--- src/rtl/io_input_ctrl.sv ---
// Memory-mapped switch/button input block: synchronisers, debounce,
// sticky press flags and a registered interrupt.
module io_input_ctrl #(
    parameter int DEBOUNCE_CYCLES = 20000,
    parameter int BTN_W           = 4,
    parameter bit BTN_ACT_LOW     = 1'b1
) (
    input  logic        i_clk,
    input  logic        i_rst_n,
    input  logic [31:0] i_io_sw,
    input  logic [31:0] i_io_btn,
    input  logic [3:0]  i_lsu_addr,
    input  logic        i_lsu_wr,
    input  logic [31:0] i_lsu_wdata,
    output logic [31:0] o_lsu_rdata,
    output logic        o_irq
);

    localparam int CW = $clog2(DEBOUNCE_CYCLES);
    localparam logic [CW-1:0] CNT_MAX = CW'(DEBOUNCE_CYCLES - 1);
    localparam logic [BTN_W-1:0] BTN_IDLE = {BTN_W{BTN_ACT_LOW}};

    logic [31:0]      sw_meta;
    logic [31:0]      sw_sync;
    logic [BTN_W-1:0] btn_meta;
    logic [BTN_W-1:0] btn_sync;
    logic [BTN_W-1:0] s2;
    logic [BTN_W-1:0] stable;
    logic [CW-1:0]    cnt [BTN_W];
    logic [BTN_W-1:0] accept;
    logic [BTN_W-1:0] press;
    logic [BTN_W-1:0] edge_flags;
    logic [BTN_W-1:0] edge_clr;
    logic             ctrl_en;
    logic [BTN_W-1:0] ctrl_mask;
    logic             wr_edge;
    logic             wr_ctrl;
    logic [31:0]      rdata;
    logic             irq;
    logic             unused_ok;

    // Raw pins are sampled as-is; polarity is normalised after the sync.
    assign s2 = btn_sync ^ BTN_IDLE;

    always_ff @(posedge i_clk or negedge i_rst_n) begin
        if (!i_rst_n) begin
            sw_meta  <= '0;
            sw_sync  <= '0;
            btn_meta <= BTN_IDLE;
            btn_sync <= BTN_IDLE;
        end else begin
            sw_meta  <= i_io_sw;
            sw_sync  <= sw_meta;
            btn_meta <= i_io_btn[BTN_W-1:0];
            btn_sync <= btn_meta;
        end
    end

    always_comb begin
        accept = '0;
        for (int i = 0; i < BTN_W; i++) begin
            accept[i] = (s2[i] != stable[i]) && (cnt[i] == CNT_MAX);
        end
    end

    assign press    = accept & s2;
    assign wr_edge  = i_lsu_wr && (i_lsu_addr[3:2] == 2'd2);
    assign wr_ctrl  = i_lsu_wr && (i_lsu_addr[3:2] == 2'd3);
    assign edge_clr = wr_edge ? i_lsu_wdata[BTN_W-1:0] : '0;

    always_ff @(posedge i_clk or negedge i_rst_n) begin
        if (!i_rst_n) begin
            stable <= '0;
            for (int i = 0; i < BTN_W; i++) begin
                cnt[i] <= '0;
            end
        end else begin
            for (int i = 0; i < BTN_W; i++) begin
                if (s2[i] == stable[i]) begin
                    cnt[i] <= '0;
                end else if (accept[i]) begin
                    stable[i] <= s2[i];
                    cnt[i]    <= '0;
                end else begin
                    cnt[i] <= cnt[i] + 1'b1;
                end
            end
        end
    end

    // A press landing on the same edge as its clear keeps the flag set.
    always_ff @(posedge i_clk or negedge i_rst_n) begin
        if (!i_rst_n) begin
            edge_flags <= '0;
            ctrl_en    <= 1'b0;
            ctrl_mask  <= '0;
            irq        <= 1'b0;
        end else begin
            edge_flags <= (edge_flags & ~edge_clr) | press;
            if (wr_ctrl) begin
                ctrl_en   <= i_lsu_wdata[0];
                ctrl_mask <= i_lsu_wdata[BTN_W+3:4];
            end
            irq <= ctrl_en & |(edge_flags & ctrl_mask);
        end
    end

    always_comb begin
        rdata = '0;
        unique case (i_lsu_addr[3:2])
            2'd0: rdata = sw_sync;
            2'd1: rdata[BTN_W-1:0] = stable;
            2'd2: rdata[BTN_W-1:0] = edge_flags;
            2'd3: begin
                rdata[0]         = ctrl_en;
                rdata[BTN_W+3:4] = ctrl_mask;
            end
        endcase
    end

    assign o_lsu_rdata = rdata;
    assign o_irq       = irq;
    assign unused_ok   = ^{i_io_btn, i_lsu_addr[1:0], i_lsu_wdata};

endmodule

--- config.mk ---
export PLATFORM = sky130hd
export DESIGN_NAME = io_input_ctrl
export DESIGN_NICKNAME = d
export VERILOG_FILES = /design/src/rtl/io_input_ctrl.sv
export SDC_FILE = /design/constraint.sdc
export NUM_CORES = 1
export LEC_CHECK = 0
export CORE_MARGIN = 4
export CORE_UTILIZATION = 45
export CTS_CLUSTER_DIAMETER = 50
export DETAILED_ROUTE_END_ITERATION = 8
export GPL_TIMING_DRIVEN = 0
export PLACE_DENSITY = 0.78
export SLEW_MARGIN = 20
export SYNTH_ARGS = -nofsm -noshare
export SYNTH_HDL_FRONTEND = slang
export SYNTH_SLANG_ARGS = --single-unit
--- constraint.sdc ---
create_clock -name i_clk -period 1.85 [get_ports i_clk]
set_input_delay 0.185 -clock i_clk [delete_from_list [all_inputs] [get_ports i_clk]]
set_output_delay 0.185 -clock i_clk [all_outputs]
set_load 0.01 [all_outputs]
== Word level (Yosys, flattened, before mapping) ==
Cells that the tools add are included.
Storage, ports and cells
  logic and storage cells: 71
  input port bits: 103
  register bits: 146
  output and inout port bits: 33
Cells by class
  eq/ne operators: 15
  add/sub/neg operators: 4
  mux-type cells: 13
  bitwise logic cells: 11
  reductions and logical operators: 12
Operator list (count)
  15-bit 2-to-1 mux: 8
  15-bit by 1-bit adder with 15-bit output, second input constant: 4
  15-bit equality test, second input constant: 4
  24-bit 2-to-1 mux: 1
  4-bit bitwise AND: 3
  3-bit case mux with 3 select lines: 1
  4-bit NOT: 2
  4-bit case mux with 2 select lines: 1
  2-bit AND reduction: 4
  1-bit logical AND: 6
  1-bit equality test: 4
  2-bit equality test, second input constant: 2
  4-bit 2-to-1 mux: 1
  1-bit != test: 4
  1-bit NOT: 4
  4-bit OR: 1
  1-bit case mux with 4 select lines: 1
  4-bit OR reduction: 1
  2-bit by 1-bit equality test with 1-bit output, second input constant: 1
  2-bit logical NOT: 1
  1-bit bitwise AND: 1

== Longest topological paths before layout ==
  depth in word-level cells: 6
  mapped depth: 6
  mapped depth without buffers: 5

== Least setup slack after synthesis ==
OpenSTA, ideal clock, no wires.
  kind: register to register
  start: register cnt[52] in the netlist's numbering
  end: register cnt[57] in the netlist's numbering
  data arrival time: 1.745 ns
  setup slack: -0.014 ns
  data required time: 1.731 ns
  period minus slack after synthesis: 1.864 ns
  cell stages (with the launch flop): 6
  library setup time: 0.119 ns
  buffers on the path: 1
  cell sequence: dfrtp_1 -> or4b_1 -> or4_4 -> nand2_4 -> buf_8 -> nor2_1
Between the ends
  cells in the longest elaborated chain, start to end: 4
  elaborated cells between the ends (all ways): 5
  those cells by class: add/sub: 1; eq/ne: 1; mux: 2; reduce/logical: 1
Ends and longest elaborated chain
  from (decl): RTL line 29  | logic [CW-1:0] cnt [BTN_W];
  from (signal, indexed assignment): RTL line 85  | cnt[i] <= cnt[i] + 1'b1;
  parallel branches: the longest is 2 deep, another holds 15-bit by 1-bit adder with 15-bit output
  15-bit 2-to-1 mux *: RTL line 81  | end else if (accept[i]) begin
  15-bit 2-to-1 mux *: RTL line 79  | if (s2[i] == stable[i]) begin
Every way passes the cells marked *.
A chain may end at the register's enable or synchronous reset.

== Worst setup path in the final report ==
  start: register cnt[53] in the netlist's numbering
  end: register cnt[58] in the netlist's numbering
Same word-level chain as after synthesis.

==> run metrics <==
ys async rst share=100%; run status=finished with violations; area delta synth->final=31.7%; diode count=0; Final Critical Period=1910 ps; pre-CTS setup slack=-803 ps; vias in the first global route=3951; Post-synth EDFFs=0; final net count=701; flop2flop setup slack=-60 ps; RSZ-0062 raised after global routing=true; #FFs+latches synth=146; Post-Syn Nets=590; final cycle utilization of the critical path=103%; FF-to-FF path depth=5; Avg Inst Size Synth=11.9 sq um; RR Startpoint=cnt[53]$_DFF_PN0_; post-route ant nets=0; relative slew slack=69.2%; Syn Inst Count=477; Final Hold Vio Count=0; clock sinks=146; clk slew on worst S/H paths=60 ps; Max VDD drop=0.544 mV; Finished Layout Cells=769; antenna violations before repair=0; Total GRT Usage=17.5%; Clock Root Buffer=clkbuf_16; final slew viol count=0; via count=3894; Crit Path Class=flip-flop to flip-flop; IO Port Bufs=81; CTS Buf Count=17; via/cell ratio=5.06; CP Capture Type=flip-flop; Initial Utilization=46.7%; share of cells above drive strength 1=12.8%; worst r2r dst=cnt[58]$_DFF_PN0_; Distinct cells, synth=32; worst path arrival time=2210 ps; Starting DRT DRC Count=171; register area share after synthesis=64.5%; Post-Syn Area=5680 sq um; Worst setup startpoint=cnt[53]$_DFF_PN0_; worst skew pair latency=410 ps; P per Cell Area=975 nW/um^2; Tightest Pin Transition=462 ps; # IOs=136; ys flop type=dfrtp_1; first-pass GRT wire length=19700 um; drt pass-1 iters=5; number of synthesis warnings=0; dpl cells=727; CP Capture Point=cnt[58]$_DFF_PN0_; Hold WC Path Type=input pin to flip-flop; Placer Congestion=0.874; DR WL/cell=15.3 um; WHS=172 ps; core area=12200 sq um; CTS H-tree lvls=4; Fillers=910; die area=14500 sq um; Chip Width=120 um; Longest Clk Path Bufs=2; largest net degree at the start of global routing=98; placed cell area=6730 sq um; DRT Wirelength=11800 um; Worst Skew=10.2 ps; Worst setup SP type=flip-flop; final setup fails=15; Highest Clock Rate=523 MHz; cell area after layout=7480 sq um; post-DP HPWL=7830 um; Die H=120 um; Crit Path Max Fanout=10; DRC=0; failing checks=setup timing; Leak=3.12 nW; CTS tree=done; max-cap viol count=0; row count=40; grt total ovfl=0; worst setup margin=-62.9 ps; Critical Path RT=2150 ps
metrics by stage:
stage	setup TNS, ps	power [mW]	util (%)
finish	-701	7.29	61.5
CTS	-675	7.36	61.1
floorplan	0	3.59	-
global route	-1430	7.58	61.5
global placement	-699940	3.87	55.1
detailed placement	-21310	3.89	55.4
how the worst min path moves through the flow:
stage	from	endpoint	cells after the start
final	i_io_btn[1]	btn_meta[1]$_DFF_PN1_	1
after global routing	i_io_btn[2]	btn_meta[2]$_DFF_PN1_	1
after CTS	i_io_btn[1]	btn_meta[1]$_DFF_PN1_	1
after detailed placement	i_rst_n	cnt[30]$_DFF_PN0_	1
after global placement	sw_meta[17]$_DFF_PN0_	sw_sync[17]$_DFF_PN0_	0
after floorplan	i_rst_n	cnt[0]$_DFF_PN0_	0
cells in the mapped netlist (5+ instances only):
library cell | n | area [sq um]
and2_1 | 24 | 150
dfstp_2 | 8 | 210
mux2_2 | 5 | 56.3
nand2_1 | 30 | 113
a22oi_1 | 6 | 45.0
xnor2_1 | 39 | 342
clkbuf_1 | 12 | 45.0
nor4_1 | 16 | 100
ha_1 | 10 | 125
nor3_1 | 11 | 55.1
inv_1 | 13 | 48.8
nand3_1 | 20 | 100
xor2_1 | 17 | 149
nor2_1 | 73 | 274
dfrtp_1 | 138 | 3450
nand4_1 | 22 | 138
layout by cell type (no fill, tap or decap), types with 6 or more instances in the layout:
cell type	synthesis	routed
a22oi_1	6	6
and2_1	24	24
buf_4	0	13
clkbuf_1	12	7
clkbuf_16	0	17
clkdlybuf4s50_1	0	68
dfrtp_1	138	137
dfstp_2	8	8
dlygate4sd2_1	0	9
inv_1	13	11
nand2_1	30	29
nand3_1	20	20
nand4_1	22	22
nor2_1	73	73
nor3_1	11	11
nor4_1	16	16
xnor2_1	39	39
xor2_1	17	17
worst max-delay path, cell delays in order, from the launching register on:
cell,delay [ps]
dfrtp_1,380
or4b_1,530
or4_4,600
nand2_4,100
buf_8,130
nor2_1,50
what timing repair did:
| item | CTS | global route |
|---|---|---|
| hold buffers | 1 | 0 |
| gates cloned | 0 | 0 |
| setup buffers | 7 | 6 |
| hold endpoints to repair | 49 | 0 |
| setup endpoints to repair | 77 | 67 |
| pin swaps | 6 | 5 |
| gates resized for setup | 34 | 7 |
area by class of cell:
type,instances,area (sq um),area share (%)
Inverter,13,48.8,0.653
Timing Repair Buffer,96,936,12.5
Buffer,9,63.8,0.853
Sequential cell,146,3660,49.0
Clock inverter,10,135,1.81
Multi-Input combinational cell,305,1950,26.1
Clock buffer,22,464,6.21
Tap cell,168,210,2.81
report_power, final:
group	switching [mW]	internal (mW)
clock	1.25	2.18
sequential	0.0697	3.33
combinational	0.213	0.241
sequential cells by signal (all words and copies together) (netlist names):
name        count
o_irq           1
edge_flags      4
sw_meta        32
btn_sync        4
ctrl_en         1
ctrl_mask       4
sw_sync        32
stable          4
btn_meta        4
cnt            60
per-layer routing:
metal	vias up	track usage, %	part of all wire, %
li1	1842	-	-
met1	1933	22.0	43
met2	102	29.3	51
met3	17	5.19	4.2
met4	0	5.52	1.4
met5	-	0	0
kinds of logic after synthesis:
kind of cell / Yosys count / share of synthesized area (%)
AOI/OAI and AO/OA: 19 / 2.51
xor gates and xnor gates: 56 / 8.64
adders and majority gates: 10 / 2.20
buffers and inverters: 26 / 1.92
DFF: 146 / 64.5
muxes: 6 / 1.17
and+or+nand+nor: 214 / 19.1
No activity file was read; power rests on OpenSTA's default activity.
